==> config.mk <==
export PLATFORM = sky130hd
export DESIGN_NAME = boot_hex_formatter_flat
export DESIGN_NICKNAME = d
export VERILOG_FILES = /design/src/rtl/boot_hex_formatter_if.sv /design/src/rtl/boot_hex_formatter.sv /design/src/flat_wrapper.sv
export SDC_FILE = /design/constraint.sdc
export NUM_CORES = 1
export LEC_CHECK = 0
export ABC_AREA = 1
export BUFFER_PORTS_ARGS = -buffer_cell sky130_fd_sc_hd__buf_2
export CAP_MARGIN = 20
export CORE_MARGIN = 2
export CORE_UTILIZATION = 30
export CTS_CLUSTER_DIAMETER = 30
export CTS_CLUSTER_SIZE = 10
export DETAILED_ROUTE_END_ITERATION = 10
export GPL_ROUTABILITY_DRIVEN = 0
export PLACE_DENSITY = 0.5
export SYNTH_ARGS = -nofsm -noshare
export SYNTH_HDL_FRONTEND = slang
export SYNTH_SLANG_ARGS = --single-unit
==> constraint.sdc <==
create_clock -name clk -period 1.49 [get_ports clk]
set_input_delay 0.2235 -clock clk [delete_from_list [all_inputs] [get_ports clk]]
set_output_delay 0.2235 -clock clk [all_outputs]
set_load 0.01 [all_outputs]
==> src/rtl/boot_hex_formatter_if.sv <==
// Purpose: word-in / character-out bus of the boot hex formatter.
// Latency: none, this is wiring only.
// Backpressure: in_valid/in_ready on words, out_valid/out_ready on characters.
// Ports: in_valid/in_ready/in_data (word in), flush (end partial line),
//        out_valid/out_ready/out_char (ASCII out), sent_address, busy (status).
interface boot_hex_formatter_if #(
  parameter int address_width = 32,
  parameter int data_width    = 32,
  parameter int char_width    = 8
);
  logic                     in_valid;
  logic                     in_ready;
  logic [data_width-1:0]    in_data;
  logic                     flush;
  logic                     out_valid;
  logic                     out_ready;
  logic [char_width-1:0]    out_char;
  logic [address_width-1:0] sent_address;
  logic                     busy;

  // master: the word source and character sink around the formatter
  modport master (
    output in_valid, in_data, flush, out_ready,
    input  in_ready, out_valid, out_char, sent_address, busy
  );

  // slave: the formatter itself
  modport slave (
    input  in_valid, in_data, flush, out_ready,
    output in_ready, out_valid, out_char, sent_address, busy
  );
endinterface

==> src/rtl/boot_hex_formatter.sv <==
// Purpose: formats words as upper-case ASCII hex (MSB nibble first) with CR LF line ends.
// Latency: first character one cycle after word acceptance; one character per cycle.
// Backpressure: out_ready stalls with out_char held; in_ready is high only in IDLE.
// Ports: clk, reset (sync, active-high), bus (boot_hex_formatter_if.slave):
//        word input, flush, character output, sent_address and busy status.
module boot_hex_formatter #(
  parameter int address_width  = 32,
  parameter int data_width     = 32,
  parameter int char_width     = 8,
  parameter int words_per_line = 1
) (
  input  logic                  clk,
  input  logic                  reset,
  boot_hex_formatter_if.slave   bus
);

  localparam int NIBBLES = data_width / 4;
  localparam int NIB_W   = (NIBBLES > 1) ? $clog2(NIBBLES) : 1;
  localparam int LINE_W  = (words_per_line > 1) ? $clog2(words_per_line) : 1;

  localparam logic [NIB_W-1:0]         LAST_NIB  = NIB_W'(NIBBLES - 1);
  localparam logic [LINE_W-1:0]        LAST_WORD = LINE_W'(words_per_line - 1);
  localparam logic [address_width-1:0] ADDR_STEP = address_width'(data_width / 8);

  typedef enum logic [1:0] {
    S_IDLE,
    S_NIBBLE,
    S_CR,
    S_LF
  } state_e;

  state_e                   state_q, state_d;
  logic [data_width-1:0]    shift_q, shift_d;
  logic [NIB_W-1:0]         nib_cnt_q, nib_cnt_d;
  logic [LINE_W-1:0]        line_count_q, line_count_d;
  logic [address_width-1:0] sent_address_q, sent_address_d;

  logic                  in_ready;
  logic                  out_valid;
  logic [char_width-1:0] out_char;
  logic [3:0]            top_nib;
  logic [7:0]            hex_char;
  logic                  flush_line;

  // Character encoding of the nibble currently at the top of the word.
  assign top_nib  = shift_q[data_width-1 -: 4];
  assign hex_char = (top_nib < 4'd10) ? (8'h30 + {4'h0, top_nib})
                                      : (8'h37 + {4'h0, top_nib});

  // A flush only means something when a line has been started.
  assign flush_line = bus.flush && (line_count_q != '0);

  always_comb begin
    state_d        = state_q;
    shift_d        = shift_q;
    nib_cnt_d      = nib_cnt_q;
    line_count_d   = line_count_q;
    sent_address_d = sent_address_q;
    in_ready       = 1'b0;
    out_valid      = 1'b0;
    out_char       = '0;

    case (state_q)
      S_IDLE: begin
        // Never depends on in_valid; flush takes priority over a new word.
        in_ready = !reset && !flush_line;
        if (flush_line) begin
          state_d = S_CR;
        end else if (bus.in_valid && in_ready) begin
          shift_d   = bus.in_data;
          nib_cnt_d = '0;
          state_d   = S_NIBBLE;
        end
      end
      S_NIBBLE: begin
        out_valid = 1'b1;
        out_char  = char_width'(hex_char);
        if (bus.out_ready) begin
          shift_d   = shift_q << 4;
          nib_cnt_d = nib_cnt_q + NIB_W'(1);
          if (nib_cnt_q == LAST_NIB) begin
            sent_address_d = sent_address_q + ADDR_STEP;
            if (line_count_q == LAST_WORD) begin
              line_count_d = '0;
              state_d      = S_CR;
            end else begin
              line_count_d = line_count_q + LINE_W'(1);
              state_d      = S_IDLE;
            end
          end
        end
      end
      S_CR: begin
        out_valid = 1'b1;
        out_char  = char_width'(8'h0D);
        if (bus.out_ready) state_d = S_LF;
      end
      S_LF: begin
        out_valid = 1'b1;
        out_char  = char_width'(8'h0A);
        if (bus.out_ready) begin
          line_count_d = '0;
          state_d      = S_IDLE;
        end
      end
      default: state_d = S_IDLE;
    endcase
  end

  always_ff @(posedge clk) begin
    if (reset) begin
      state_q        <= S_IDLE;
      shift_q        <= '0;
      nib_cnt_q      <= '0;
      line_count_q   <= '0;
      sent_address_q <= '0;
    end else begin
      state_q        <= state_d;
      shift_q        <= shift_d;
      nib_cnt_q      <= nib_cnt_d;
      line_count_q   <= line_count_d;
      sent_address_q <= sent_address_d;
    end
  end

  assign bus.in_ready     = in_ready;
  assign bus.out_valid    = out_valid;
  assign bus.out_char     = out_char;
  assign bus.sent_address = sent_address_q;
  assign bus.busy         = (state_q != S_IDLE);

endmodule

==> src/flat_wrapper.sv <==
// flat-port wrapper written by rule: the top's interface ports become plain ports
module boot_hex_formatter_flat 
#(
  parameter int address_width  = 32,
  parameter int data_width     = 32,
  parameter int char_width     = 8,
  parameter int words_per_line = 1
)
  (clk, reset, bus_in_valid, bus_in_data, bus_flush, bus_out_ready, bus_in_ready, bus_out_valid, bus_out_char, bus_sent_address, bus_busy);
  boot_hex_formatter_if #(.address_width(address_width), .data_width(data_width), .char_width(char_width)) bus_i ();
  input  logic clk;
  input  logic reset;
  input wire logic [$bits(bus_i.in_valid)-1:0] bus_in_valid;
  input wire logic [$bits(bus_i.in_data)-1:0] bus_in_data;
  input wire logic [$bits(bus_i.flush)-1:0] bus_flush;
  input wire logic [$bits(bus_i.out_ready)-1:0] bus_out_ready;
  output wire logic [$bits(bus_i.in_ready)-1:0] bus_in_ready;
  output wire logic [$bits(bus_i.out_valid)-1:0] bus_out_valid;
  output wire logic [$bits(bus_i.out_char)-1:0] bus_out_char;
  output wire logic [$bits(bus_i.sent_address)-1:0] bus_sent_address;
  output wire logic [$bits(bus_i.busy)-1:0] bus_busy;
  assign bus_i.in_valid = bus_in_valid;
  assign bus_i.in_data = bus_in_data;
  assign bus_i.flush = bus_flush;
  assign bus_i.out_ready = bus_out_ready;
  assign bus_in_ready = bus_i.in_ready;
  assign bus_out_valid = bus_i.out_valid;
  assign bus_out_char = bus_i.out_char;
  assign bus_sent_address = bus_i.sent_address;
  assign bus_busy = bus_i.busy;
  boot_hex_formatter #(.address_width(address_width), .data_width(data_width), .char_width(char_width), .words_per_line(words_per_line)) u_core (.clk(clk), .reset(reset), .bus(bus_i));
endmodule
# Yosys cells after proc, flatten, opt, wreduce, memory -nomap -nowiden
# Index checks and enable logic that the tools add are counted.
[op_classes]
addsub = 5
n_lt_le_gt_ge = 1
n_eq_ne = 11
mux = 25
n_reduce_logical = 14
[ops]
columns = ["operator", "count"]
rows = [
  ["$mux 32", 3],
  ["$pmux 32 s2", 1],
  ["$add 32x3->32 const B", 1],
  ["$pmux 8 s3", 1],
  ["$add 6x4->7 const A", 2],
  ["$mux 2", 7],
  ["$mux 3", 3],
  ["$mux 8", 1],
  ["$ne 2x2->1 const B", 4],
  ["$pmux 2 s4", 1],
  ["$reduce_and 4->1", 2],
  ["$mux 1", 6],
  ["$pmux 3 s2", 1],
  ["$reduce_bool 2->1", 3],
  ["$reduce_and 5->1", 1],
  ["$eq 2x2->1 const B", 2],
  ["$lt 4x4->1 const B", 1],
  ["$ne 2x1->1 const B", 2],
  ["$add 3x1->3 const B", 1],
  ["$eq 3x3->1 const B", 1],
  ["$logic_and 1x1->1", 3],
  ["$ne 3x1->1 const B", 1],
  ["$reduce_and 3->1", 1],
  ["$reduce_or 3->1", 1],
  ["other kinds (5)", 6],
]
[totals]
regBits = 70
input_bits = 37
output_inout_bits = 43

# Longest topological paths before layout
# Gate-level depths: netlist of run 1.
[logic_depth]
ltp_word = 7
ltp_mapped = 11

# Worst setup path before layout of run 1
# OpenSTA, ideal clock, no wires.
[synth_path]
path_type = "register -> output"
start = "register u_core.state_q[1]"
end = "output port bus_out_char[0]"
arrival_ns = 1.444
setup_slack_ns = -0.177
stages_incl_launch_ff = 7
path_buffers = 2
path_cell_list = "dfxtp_1 inv_1 ha_1 buf_4 clkbuf_1 nand2_1 o31ai_1"
[synth_via]
elab_chain_len = 2
[synth_lines]
columns = ["element", "line_no", "source"]
rows = [
  ["from (decl)", "boot_hex_formatter.sv:32", "state_e state_q, state_d;"],
  ["from (signal assigned)", "boot_hex_formatter.sv:118", "state_q <= state_d;"],
  ["$eq 2x2->1 / $eq 2x1->1 (equally long branches)", "boot_hex_formatter.sv:63", "case (state_q)"],
  ["$pmux 8 s3 *", "boot_hex_formatter.sv:63", ""],
  ["to (decl)", "flat_wrapper.sv:19", "output wire logic [$bits(bus_i.out_char)-1:0] bus_out_char;"],
]
# Every way passes the cells marked *; elsewhere a longest branch is shown, timed or not.

# Final worst setup path of run 1
[layout_path]
start = "register u_core.state_q[1]"
end = "output port bus_out_char[2]"
# Same word-level chain as after synthesis.

==> impl.org, run 1 <==
** Pwr
- Flop pwr share :: 0.292
- Dividing total power by cell area gives a power density of 1623 nW/um2.
- LEAKAGE :: 2.521 nW
- Internal power comes to 5.747 mW.
- Of the total power, the clock network draws 0.261.
- Worst vdd rail ir drop :: 890.6 uV
- Of the total power, the share spent switching nets is 0.3412.
- Overall power :: 8.723 mW
- The analysis attributes to net switching a power of 2.976 mW.
- Logic pwr share :: 0.447

** Die
- Placement Rows :: 39
- Vertical extent of the die :: 112.7 um
- The die is 112.7 um wide.
- Area of the core region :: 11470 um2
- Initial standard-cell utilization of the core :: 0.3089
- Overall die area :: 12690 um2
- I/O pin cnt :: 80

** Synth
- In the synthesized netlist, the number of instances is 509.
- Yosys cell types :: 35
- By count the netlist is led by 143 x sky130_fd_sc_hd__nand2_1, 78 x sky130_fd_sc_hd__nor2_1, 67 x sky130_fd_sc_hd__dfxtp_1.
- Top area cells in the synthesized netlist :: sky130_fd_sc_hd__dfxtp_1 38%, sky130_fd_sc_hd__nand2_1 15%, sky130_fd_sc_hd__nor2_1 8.3%
- After synthesis, the mean cell area works out to 6.959 um2.
- Share of Yosys cell area claimed by the top area cell type :: 0.3787
- The share of the Yosys chip area taken by registers is 0.3787.
- Cell taking the most area after synthesis :: sky130_fd_sc_hd__dfxtp_1
- YS warnings :: 0
- In the synthesized netlist the async set-or-reset flop fraction comes to 0.
- Counting flops and latches in the post-synthesis netlist gives 67.
- Most instantiated library cell after synthesis :: sky130_fd_sc_hd__nand2_1
- The cell area that synthesis handed to floorplanning was 3542 um2.
- Among all flip-flop cells after synthesis, the most frequent one is sky130_fd_sc_hd__dfxtp_1.
- Number of enable-type register cells in the synthesized netlist :: 0

** Clock network
- CTS buffer count :: 9
- TritonCTS built the clock tree.
- Skew-Pair Late Insertion Delay :: 0.33 ns
- CTS built an H-tree with a depth of 3.
- Clock-pin slew was measured on the worst setup and hold paths at 0.06 ns.
- Sinks on Clock Net :: 67
- CTS Root Buffer Type :: sky130_fd_sc_hd__clkbuf_16
- Number of buffers between clock root and the deepest sink :: 2

** Min path
- The worst hold path belongs to the class in2reg.
- The startpoint identified for the worst hold timing path is bus_in_data[1].

** Finish
- Area added between synthesis and finish :: 51.75%
- ANT cells :: 0
- For this run, the post-layout net count is 676.
- Share of post-route cells with drive strength above 1 :: 0.3811
- For this run, the number of standard cells in the final layout without fillers is 778.

** Worst setup path
- The worst setup path is captured at an output port.
- For the worst setup path, the data required time is 1.27 ns.
- At the worst endpoint, the arrival time is 1.47 ns.
- Nature of the critical path startpoint :: flip-flop
- The worst register-to-register path begins at u_core.state_q[1].
- The most critical setup path has its startpoint at u_core.state_q[1].
- The critical path is of the reg2out type.
- Slack of the worst reg-to-reg path :: -0.18 ns
- In this run the worst path has a maximum fanout of 4.

** GRT
- Entering global routing, the biggest net connects 31 pins.
- Residual overflow from global routing :: 0
- Number of global-route vias before repair :: 3521
- The initial antenna violation count is 0.
- Across every metal layer, demand over resource in global routing totals 0.1634.
- The first global-routing pass estimated 16.83 mm of wire.

** Placement
- # port buffers :: 75
- Detailed Place HPWL :: 6.646 mm
- In this run, placement finished with an instance count of 740.
- Post-Place Worst Slack :: -0.09618 ns

** Drt
- Number of design rule violations left after detail routing :: 0
- DRC violation total after the first TritonRoute iteration :: 193
- Vias post-DR :: 3750
- Before antenna repair, the detailed router went through 4 iterations.
- Number of antenna-violating nets in the routed design :: 0
- After detailed routing, the total wire length is 10.21 mm.
- In the final routed layout, each cell accounts on average for 13.13 um.
- Dividing the detail-routed via count by the number of cells gives 4.820.

** Timing
- Across all setup checks in the final design, the least slack found is -0.1985 ns.
- Minimum period implied by the final worst setup slack :: 1.689 ns
- Number of failing hold endpoints at the final stage :: 0
- Setup violations remaining at the end of the flow were counted as 68.
- Hold is met by 0.1316 ns.
- Derived from the worst setup path, the maximum achievable clock frequency is 0.5922 GHz.
- Final setup skew :: 0.005109 ns
- Number of max-slew violations in the final report :: 0
- Setup repair after global routing missed its margin :: yes
- In the finished design, the share of the clock period the worst path needs comes to 1.133.

** Status
- The final reports fail on setup timing.
- Outcome :: finished with violations

** Run
- Across the run, the number of max-cap violations was 0.
registers in the layout, indices dropped and copies added, names as in the netlist:
register / cells
u_core.bus.sent_address: 30
u_core.nib_cnt_q: 3
u_core.shift_q: 32
u_core.state_q: 2
power groups by stage:
stage          Clock (mW)  Combinational (mW)  Sequential [mW]
2_1_floorplan           0                1.70             2.47
3_3_place_gp            0                2.37             2.51
3_5_place_dp            0                2.39             2.52
4_1_cts              2.33                3.65             2.50
5_1_grt              2.41                4.26             2.60
6_report             2.28                3.90             2.55
cell type report:
cell class	count	area, um2
Clock inverter	7	92.59
Fill cell	1138	6092
Timing Repair Buffer	132	1032
Clock buffer	9	225.2
Multi-Input combinational cell	381	2313
Tap cell	143	178.9
Inverter	39	178.9
Sequential cell	67	1354
layer usage:
layer	share of wire	up-vias	track usage
met5	0	-	0
met4	0.018	0	0.05610
met3	0.042	16	0.03564
met2	0.49	82	0.2794
met1	0.45	1757	0.2033
li1	-	1895	-
critical path, stage by stage, from the launching register on:
cell and delay [ns]:
sky130_fd_sc_hd__dfxtp_2 0.32, sky130_fd_sc_hd__inv_2 0.09, sky130_fd_sc_hd__ha_4 0.17, sky130_fd_sc_hd__buf_6 0.11, sky130_fd_sc_hd__nand2_4 0.06, sky130_fd_sc_hd__o31ai_2 0.22
sky130_fd_sc_hd__buf_2 0.16
worst paths after layout:
kind	endpoint	cells past startpoint
setup / recovery	bus_out_char[2]	6
hold / removal	u_core.shift_q[1]	3
setup reg to reg	u_core.shift_q[12]	10
hold reg to reg	u_core.shift_q[2]	2
through the flow:
step,TNS [ns],utilization,cell area (um2)
floorplan,-0.08004,-,3603
global placement,-1.210,0.3764,4317
detailed placement,-2.048,0.3764,4317
CTS,-6.234,0.4458,5112
global route,-12.50,0.4687,5375
finish,-7.187,0.4687,5375
logic make-up (layout without fill, tap and decap cells):
| group | after synthesis | count (layout) | share of synthesized area |
|---|---|---|---|
| and+or+nand+nor | 295 | 295 | 0.3617 |
| AOI/OAI and AO/OA | 71 | 71 | 0.1413 |
| DFF | 67 | 67 | 0.3787 |
| buffers and inverters | 63 | 187 | 0.07807 |
| adders and majority gates | 9 | 9 | 0.03179 |
| xor gates and xnor gates | 3 | 3 | 0.007419 |
| other | 1 | 3 | 0.001059 |
what timing repair did:
item,CTS,global route
setup buffers,11,9
endpoints found under the hold margin,0,0
hold buffers,0,0
resized for setup,69,73
setup endpoints to repair,69,74
pin swaps,20,34
cloned,6,0
layout by cell type (no fill, tap or decap), types with 4 or more instances in the layout:
cell type                   count
sky130_fd_sc_hd__nand2_1      133
sky130_fd_sc_hd__buf_2         72
sky130_fd_sc_hd__nand3_1       35
sky130_fd_sc_hd__buf_12         6
sky130_fd_sc_hd__ha_4           5
sky130_fd_sc_hd__nand2_2        7
sky130_fd_sc_hd__o21ai_2        6
sky130_fd_sc_hd__inv_2          6
sky130_fd_sc_hd__nor2_2        10
sky130_fd_sc_hd__buf_4         29
sky130_fd_sc_hd__nor3_2         4
sky130_fd_sc_hd__a21oi_1       23
sky130_fd_sc_hd__buf_6         21
sky130_fd_sc_hd__nor2_4        13
sky130_fd_sc_hd__dfxtp_1       61
sky130_fd_sc_hd__dfxtp_2        4
sky130_fd_sc_hd__clkbuf_16      9
sky130_fd_sc_hd__o211a_1       25
sky130_fd_sc_hd__nand3_2        7
sky130_fd_sc_hd__nand4_1        4
sky130_fd_sc_hd__nor2_1        64
sky130_fd_sc_hd__inv_1         27
sky130_fd_sc_hd__nand2_4        8
No activity file was read; power rests on OpenSTA's default activity.
==> run 2: changes to the inputs <==
- PLACE_DENSITY: 0.5 -> unset
==> impl.org, run 2 (synthesized netlist as in run 1, its figures left out) <==
** Status
- The run finished, with violations left.
- The checks that failed: setup timing.

** Clock network
- For the worst-skew pair, the clock arrives at the later sink with an insertion delay of 0.33 ns.
- Clock Pin Slew Worst Setup and Hold Paths :: 0.05 ns
- Maximum level of the CTS H-tree :: 3
- Sinks on Clock Net :: 67
- The cell sitting at the root of the clock tree is a sky130_fd_sc_hd__clkbuf_16.
- TritonCTS built the clock tree.
- The number of clock buffers added by TritonCTS is 9.
- Number of buffers between clock root and the deepest sink :: 2

** Finish
- Net count of the finished layout :: 669
- More flip-flops sit in one register than any other, and that register is u_core.shift_q.
- Commonest cells after routing, fill and taps aside :: 129 x sky130_fd_sc_hd__nand2_1, 71 x sky130_fd_sc_hd__buf_2, 62 x sky130_fd_sc_hd__nor2_1
- Registers take 1356 um2.
- Final design instance area without fill :: 5398 um2
- The library cell used most frequently in the layout, excluding fill and tap cells, is sky130_fd_sc_hd__nand2_1.
- Final Core Density :: 0.4707
- In the final layout, the share of cells above drive strength 1 is 0.4051.
- From synthesis to final layout, the design area changed by 52.38%.
- The register with the most flip-flops in the layout has 32 of them.
- In the final layout, the multi-input gates occupy 2395 um2.
- ANT cells :: 0
- Fillers :: 1090

** Pwr
- The share of total power dissipated in combinational logic is 0.460.
- Flop pwr share :: 0.303
- Worst vdd rail ir drop :: 937.0 uV
- Total internal power :: 5.497 mW
- Of the total power, the share spent switching nets is 0.3529.
- Clock power frac :: 0.237
- In this run the power density over the cells is 1574 nW/um2.
- Sw Pwr :: 2.998 mW
- LEAKAGE :: 2.524 nW

** Worst setup path
- Cell depth of the worst setup path :: 10
- Nature of the critical path startpoint :: flip-flop
- At the worst endpoint, the arrival time is 1.89 ns.
- Among all stages on the critical path, the largest delay is contributed by sky130_fd_sc_hd__dfxtp_2.
- Category of cells accounting for the largest share of critical-path delay :: buffers and inverters
- The critical path in this run is classified as reg2reg.
- On the worst path, the slowest cell contributes a delay of 0.33 ns.
- Critical Path Sink Type :: flip-flop
- In this run the worst path has a maximum fanout of 8.
- By instance count, the cell type seen most on the critical path is sky130_fd_sc_hd__nor2_4.
- At the worst endpoint, the required time is 1.71 ns.
- The signal on the critical path passes through inv_4 -> ha_4 -> clkinv_4 -> buf_6 -> nor2_4 -> nor2_4 -> nand2_4 -> clkinv_8 -> clkbuf_16 -> o211a_1.
- Length in cells of the worst reg-to-reg path :: 10
- Worst Path Buf+Inv :: 5
- Setup slack on the worst reg-to-reg path comes out at -0.18 ns.

** Die
- Overall die area :: 12690 um2
- The floorplan step set the die height to 112.7 um.
- The initial utilization of the core area, before any placement, comes to 0.3089.
- The floorplan step set the die width to 112.7 um.
- In this run the core area contains 39 standard-cell rows.
- Area of the core region :: 11470 um2
- Pin placement for this block handled 80 I/O pins.

** Timing
- After layout, the worst setup slack is -0.1798 ns.
- In the finished design, the share of the clock period the worst path needs comes to 1.121.
- The number of hold-slack violations in the final timing report was 0.
- Number of max-slew violations in the final report :: 0
- For the final database, setup skew stands at 0.005445 ns.
- Setup repair after global routing could not meet its margin everywhere.
- Final number of setup-violating endpoints :: 64
- Based on the critical path, the design can be clocked at up to 0.5989 GHz.
- Minimum period implied by the final worst setup slack :: 1.670 ns

** Drt
- Total iterations of the first detailed-routing run :: 4
- For this run, design rule violations remaining after detail routing come to 0.
- Number of antenna-violating nets in the routed design :: 0
- Across all layers, the routed design uses 3761 vias.
- Overall routed net length :: 10.60 mm
- For this block, the initial DRC count from the detailed router was 192.
- Average wire per cell in the routed design :: 13.77 um
- Vias/cell :: 4.884

** Placement
- Detailed Place HPWL :: 6.654 mm
- # port buffers :: 75
- Once placement finished, the instance area stood at 4252 um2.

** GRT
- Pin count of the biggest net entering global routing :: 32
- Residual overflow from global routing :: 0
- The via count of the first global-routing pass is 3448.
- All-layer global routing usage :: 0.1521
- The first global-routing pass estimated 15.75 mm of wire.
- The initial antenna violation count came to 0.

** Min path
- Hold Crit Depth :: 3
- The min-delay analysis places its worst path in the category in2reg.

** Run
- The tool flagged a number of max-cap violations equal to 0.
==> run 2: cell types whose count changed in the layout (fill, tap and decap cells not counted), sizes merged <==
| cell | delta |
|---|---|
| buf | -12 |
| clkbuf | +9 |
| clkinvlp | -3 |
| bufinv | -2 |
| clkinv | +1 |
| inv | -1 |
==> run 2: worst register-to-register path: cells and delay by family, from the launching register on <==
| kind | cells | cell delay [ns] |
|---|---|---|
| simple gates | 3 | 0.28 |
| flops | 1 | 0.33 |
| buf+inv | 5 | 0.56 |
| compound gates | 1 | 0.21 |
| fa+ha+maj | 1 | 0.19 |
==> run 2: path summary, 6_finish.rpt <==
path	startpoint	endpoint
setup / recovery	u_core.state_q[1]	u_core.shift_q[10]
hold / removal	bus_in_data[0]	u_core.shift_q[0]
setup reg to reg	u_core.state_q[1]	u_core.shift_q[10]
hold reg to reg	u_core.shift_q[0]	u_core.shift_q[0]
==> run 2: layout make-up <==
cell class | count | share of cell area
clock buffers | 13 | 0.05007
multi-input cells | 381 | 0.4437
flip-flops and latches | 67 | 0.2513
well taps | 143 | 0.03315
inverters | 39 | 0.03408
clock inverters | 2 | 0.001854
repair buffers | 125 | 0.1859
==> run 2: through the flow <==
stage / TNS (ns) / hold slack [ns] / std cells / power (mW) / worst slack [ns]
2_1_floorplan: -0.08004 / 0.3665 / 511 / 4.171 / -0.008004
3_3_place_gp: -2.071 / 0.4601 / 733 / 4.768 / -0.1652
3_5_place_dp: -2.936 / 0.4719 / 733 / 4.830 / -0.1407
4_1_cts: -6.464 / 0.1235 / 760 / 7.708 / -0.1578
5_1_grt: -12.05 / 0.1335 / 770 / 8.965 / -0.2619
6_report: -6.885 / 0.1358 / 770 / 8.495 / -0.1798
==> run 2: layer usage <==
metal / track usage / vias to the layer above / part of all wire
li1: - / 1888 / -
met1: 0.1842 / 1761 / 0.43
met2: 0.2611 / 99 / 0.50
met3: 0.04536 / 13 / 0.052
met4: 0.04390 / 0 / 0.013
met5: 0 / - / 0
==> run 2: power by group through the flow <==
stage	Combinational, mW	Sequential, mW	Clock [mW]
floorplan	1.70	2.47	0
global placement	2.26	2.51	0
detailed placement	2.30	2.53	0
CTS	3.11	2.54	2.06
global route	4.21	2.62	2.14
finish	3.91	2.57	2.02
==> run 2: repair_timing <==
item                                    CTS  global route
pin swaps                                16            26
gates resized for setup                  68           102
setup buffers                            10             8
gates cloned                              2             6
endpoints found under the setup margin   69            75
hold buffers                              0             0
==> run 3: changes to the inputs <==
- SKIP_LAST_GASP: unset -> 1
==> impl.org, run 3 (synthesized netlist as in run 1, its figures left out) <==
** Finish
- Non-filler instance count after layout :: 775
- Net count of the finished layout :: 674
- 0 antenna diodes ended up in the layout.
- The library cells used most frequently in the layout, excluding fill and tap cells, are 131 x sky130_fd_sc_hd__nand2_1, 71 x sky130_fd_sc_hd__buf_2, 60 x sky130_fd_sc_hd__nor2_1.
- Share of post-route cells with drive strength above 1 :: 0.4082
- For this run, the share of the core covered by cells in the final layout is 0.4730.
- Area added between synthesis and finish :: 53.13%
- The register with the most flip-flops in the layout has 32 of them.
- Register bank with the most flops :: u_core.shift_q
- Leaving out fill and tap cells, the most frequent cell in the layout is sky130_fd_sc_hd__nand2_1.

** Clock network
- TritonCTS clock tree :: built
- CTS Root Buffer Type :: sky130_fd_sc_hd__clkbuf_16
- Number of buffers between clock root and the deepest sink :: 2
- Clock tree synthesis found a total of 67 sinks.
- After clock tree synthesis, the clock-pin slew on the worst setup and hold paths is 0.05 ns.
- Hold buffers post-CTS :: 0
- TritonCTS created 9 clock buffers.
- Skew-Pair Late Insertion Delay :: 0.33 ns
- The H-tree generated during clock tree synthesis spans 3 levels.

** GRT
- Global routing usage on met2 :: 0.2611
- The initial antenna violation count was 0.
- All-layer global routing usage :: 0.1524
- Global routing finished with a remaining overflow of 0.
- Pin count of the biggest net entering global routing :: 32
- Number of global-route vias before repair :: 3447
- The first global-routing pass estimated 15.75 mm of wire.
- Met1 track demand over resource in global routing :: 0.1852
- The global routing stage identified its most utilized layer as met2.
- Fraction of met3 tracks used by global routing :: 0.04536

** Worst setup path
- Length in cells of the worst reg-to-reg path :: 10
- CP Max Fanout :: 3
- In this design, the stage delay of the slowest critical-path cell is 0.36 ns.
- Category of the critical setup timing path :: reg2out
- For the worst setup path, the data arrival time is 1.47 ns.
- Nature of the critical path startpoint :: flip-flop
- The worst setup path is captured at an output port.
- Critical Path Slowest Stage Cell :: sky130_fd_sc_hd__dfxtp_4
- The worst register-to-register path ends at u_core.shift_q[5].
- Category of cells accounting for the largest share of critical-path delay :: flip-flops
- The critical path contains buffers and inverters numbering 2 combined.
- Slack of the worst reg-to-reg path :: -0.16 ns
- The critical path goes through inv_4 -> ha_4 -> nand2_2 -> nand2_2 -> nor2_1 -> o31ai_2 -> buf_2.
- Most frequent cell on the critical path :: sky130_fd_sc_hd__nand2_2
- Required time of the critical path :: 1.27 ns
- Launching point of the worst reg2reg path :: u_core.state_q[1]

** Timing
- The number of hold-slack violations in the final timing report came to 0.
- Highest Clock Rate :: 0.5893 GHz
- Final setup skew :: 0.006713 ns
- Number of max-slew violations in the final report :: 0
- For the finished layout, the period the worst path requires is 1.697 ns.
- Once routing completed, OpenROAD measured the worst setup slack at -0.2069 ns.
- Setup repair after global routing could not meet its margin everywhere.
- Setup violations remaining at the end of the flow were counted as 64.
- In the finished design, the share of the clock period the worst path needs comes to 1.139.

** Run
- The tool flagged a number of max-cap violations equal to 0.

** Drt
- For this block, the via count after detailed routing is 3765.
- Number of design rule violations left after detail routing :: 0
- Overall routed net length :: 10.41 mm
- Vias/cell :: 4.858
- The detailed router finished its first iteration with 211 violations.
- Total iterations of the first detailed-routing run :: 4
- Number of antenna-violating nets in the routed design :: 0
- Dividing the detail-routed wire length by the instance count gives 13.43 um.

** Die
- Overall die area :: 12690 um2
- Initial standard-cell utilization of the core :: 0.3089
- Area of the core region :: 11470 um2
- I/O pin cnt :: 80
- The floorplan step set the die width to 112.7 um.
- Vertical extent of the die :: 112.7 um
- Placement Rows :: 39

** Status
- The flow ran to the end, but the final reports show violations.
- Violated checks :: setup timing

** Min path
- Hold_sp :: bus_in_data[0]
- The path class of the tightest hold or removal check is in2reg.
- Hold Path Sink :: u_core.shift_q[0]
- The worst hold path passes through 3 cells.

** Placement
- Including well taps, the total number of placed cells is 733.
- # port buffers :: 75
- Detailed Place HPWL :: 6.654 mm

** Pwr
- Overall power consumption after layout is estimated at 8.487 mW.
- Worst vdd rail ir drop :: 944.1 uV
- LEAKAGE :: 2.553 nW
- Power density cells :: 1565 nW/um2
## run 3: where the power goes
part	total [mW]	switching [mW]	internal (mW)	leakage, nW
combinational	3.93	1.93	2.00	1.86
sequential	2.56	0.290	2.27	0.550
clock	2.00	0.754	1.25	0.141
## run 3: area by class of cell
class	count	area, um2
fillers	1094	6043
multi-input cells	381	2402
flip-flops and latches	67	1356
repair buffers	130	1025
clock buffers	13	270.3
inverters	39	181.4
well taps	143	178.9
clock inverters	2	10.01
## run 3: repair_timing
item | in CTS | in global routing
pin swaps | 14 | 39
endpoints found under the hold margin | 0 | 0
gates resized for setup | 62 | 113
endpoints found under the setup margin | 69 | 76
buffers inserted | 10 | 15
gates cloned | 2 | 4
## run 3: metal layers
layer	vias to the layer above	routed length, um	share of wire
li1	1903	-	-
met2	93	5143	0.49
met4	0	156	0.015
met5	-	0	0
met1	1753	4547	0.44
met3	16	559	0.054
## run 3: how the worst max path moves through the flow
stage / cells past startpoint / startpoint / to / slack (ns)
6_report: 7 / u_core.shift_q[29] / bus_out_char[2] / -0.21
5_1_grt: 7 / u_core.shift_q[29] / bus_out_char[2] / -0.27
4_1_cts: 8 / u_core.state_q[1] / bus_out_char[4] / -0.16
3_5_place_dp: 8 / u_core.state_q[0] / u_core.shift_q[2] / -0.14
3_3_place_gp: 8 / u_core.state_q[0] / u_core.shift_q[3] / -0.17
2_1_floorplan: 11 / u_core.state_q[1] / u_core.shift_q[14] / -0.008
## run 3: worst register-to-register path: stages, from the launching register on
cell                        delay (ns)
sky130_fd_sc_hd__dfxtp_2          0.33
sky130_fd_sc_hd__inv_4            0.07
sky130_fd_sc_hd__ha_4             0.18
sky130_fd_sc_hd__clkinv_4         0.09
sky130_fd_sc_hd__buf_6            0.12
sky130_fd_sc_hd__nor2_4           0.11
sky130_fd_sc_hd__nor2_4           0.06
sky130_fd_sc_hd__nand2_4          0.11
sky130_fd_sc_hd__clkinv_8         0.11
sky130_fd_sc_hd__clkbuf_16        0.17
sky130_fd_sc_hd__o211a_1          0.20
## run 3: stage by stage
stage	setup WS (ns)	cell area [um2]	hold slack, ns	TNS (ns)
after floorplan	-0.008004	3603	0.3665	-0.08004
after detailed placement	-0.1407	4252	0.4719	-2.936
final	-0.2069	5424	0.1368	-6.698
after CTS	-0.1637	4870	0.1235	-6.623
after global routing	-0.2725	5424	0.1358	-11.90
after global placement	-0.1652	4252	0.4601	-2.071
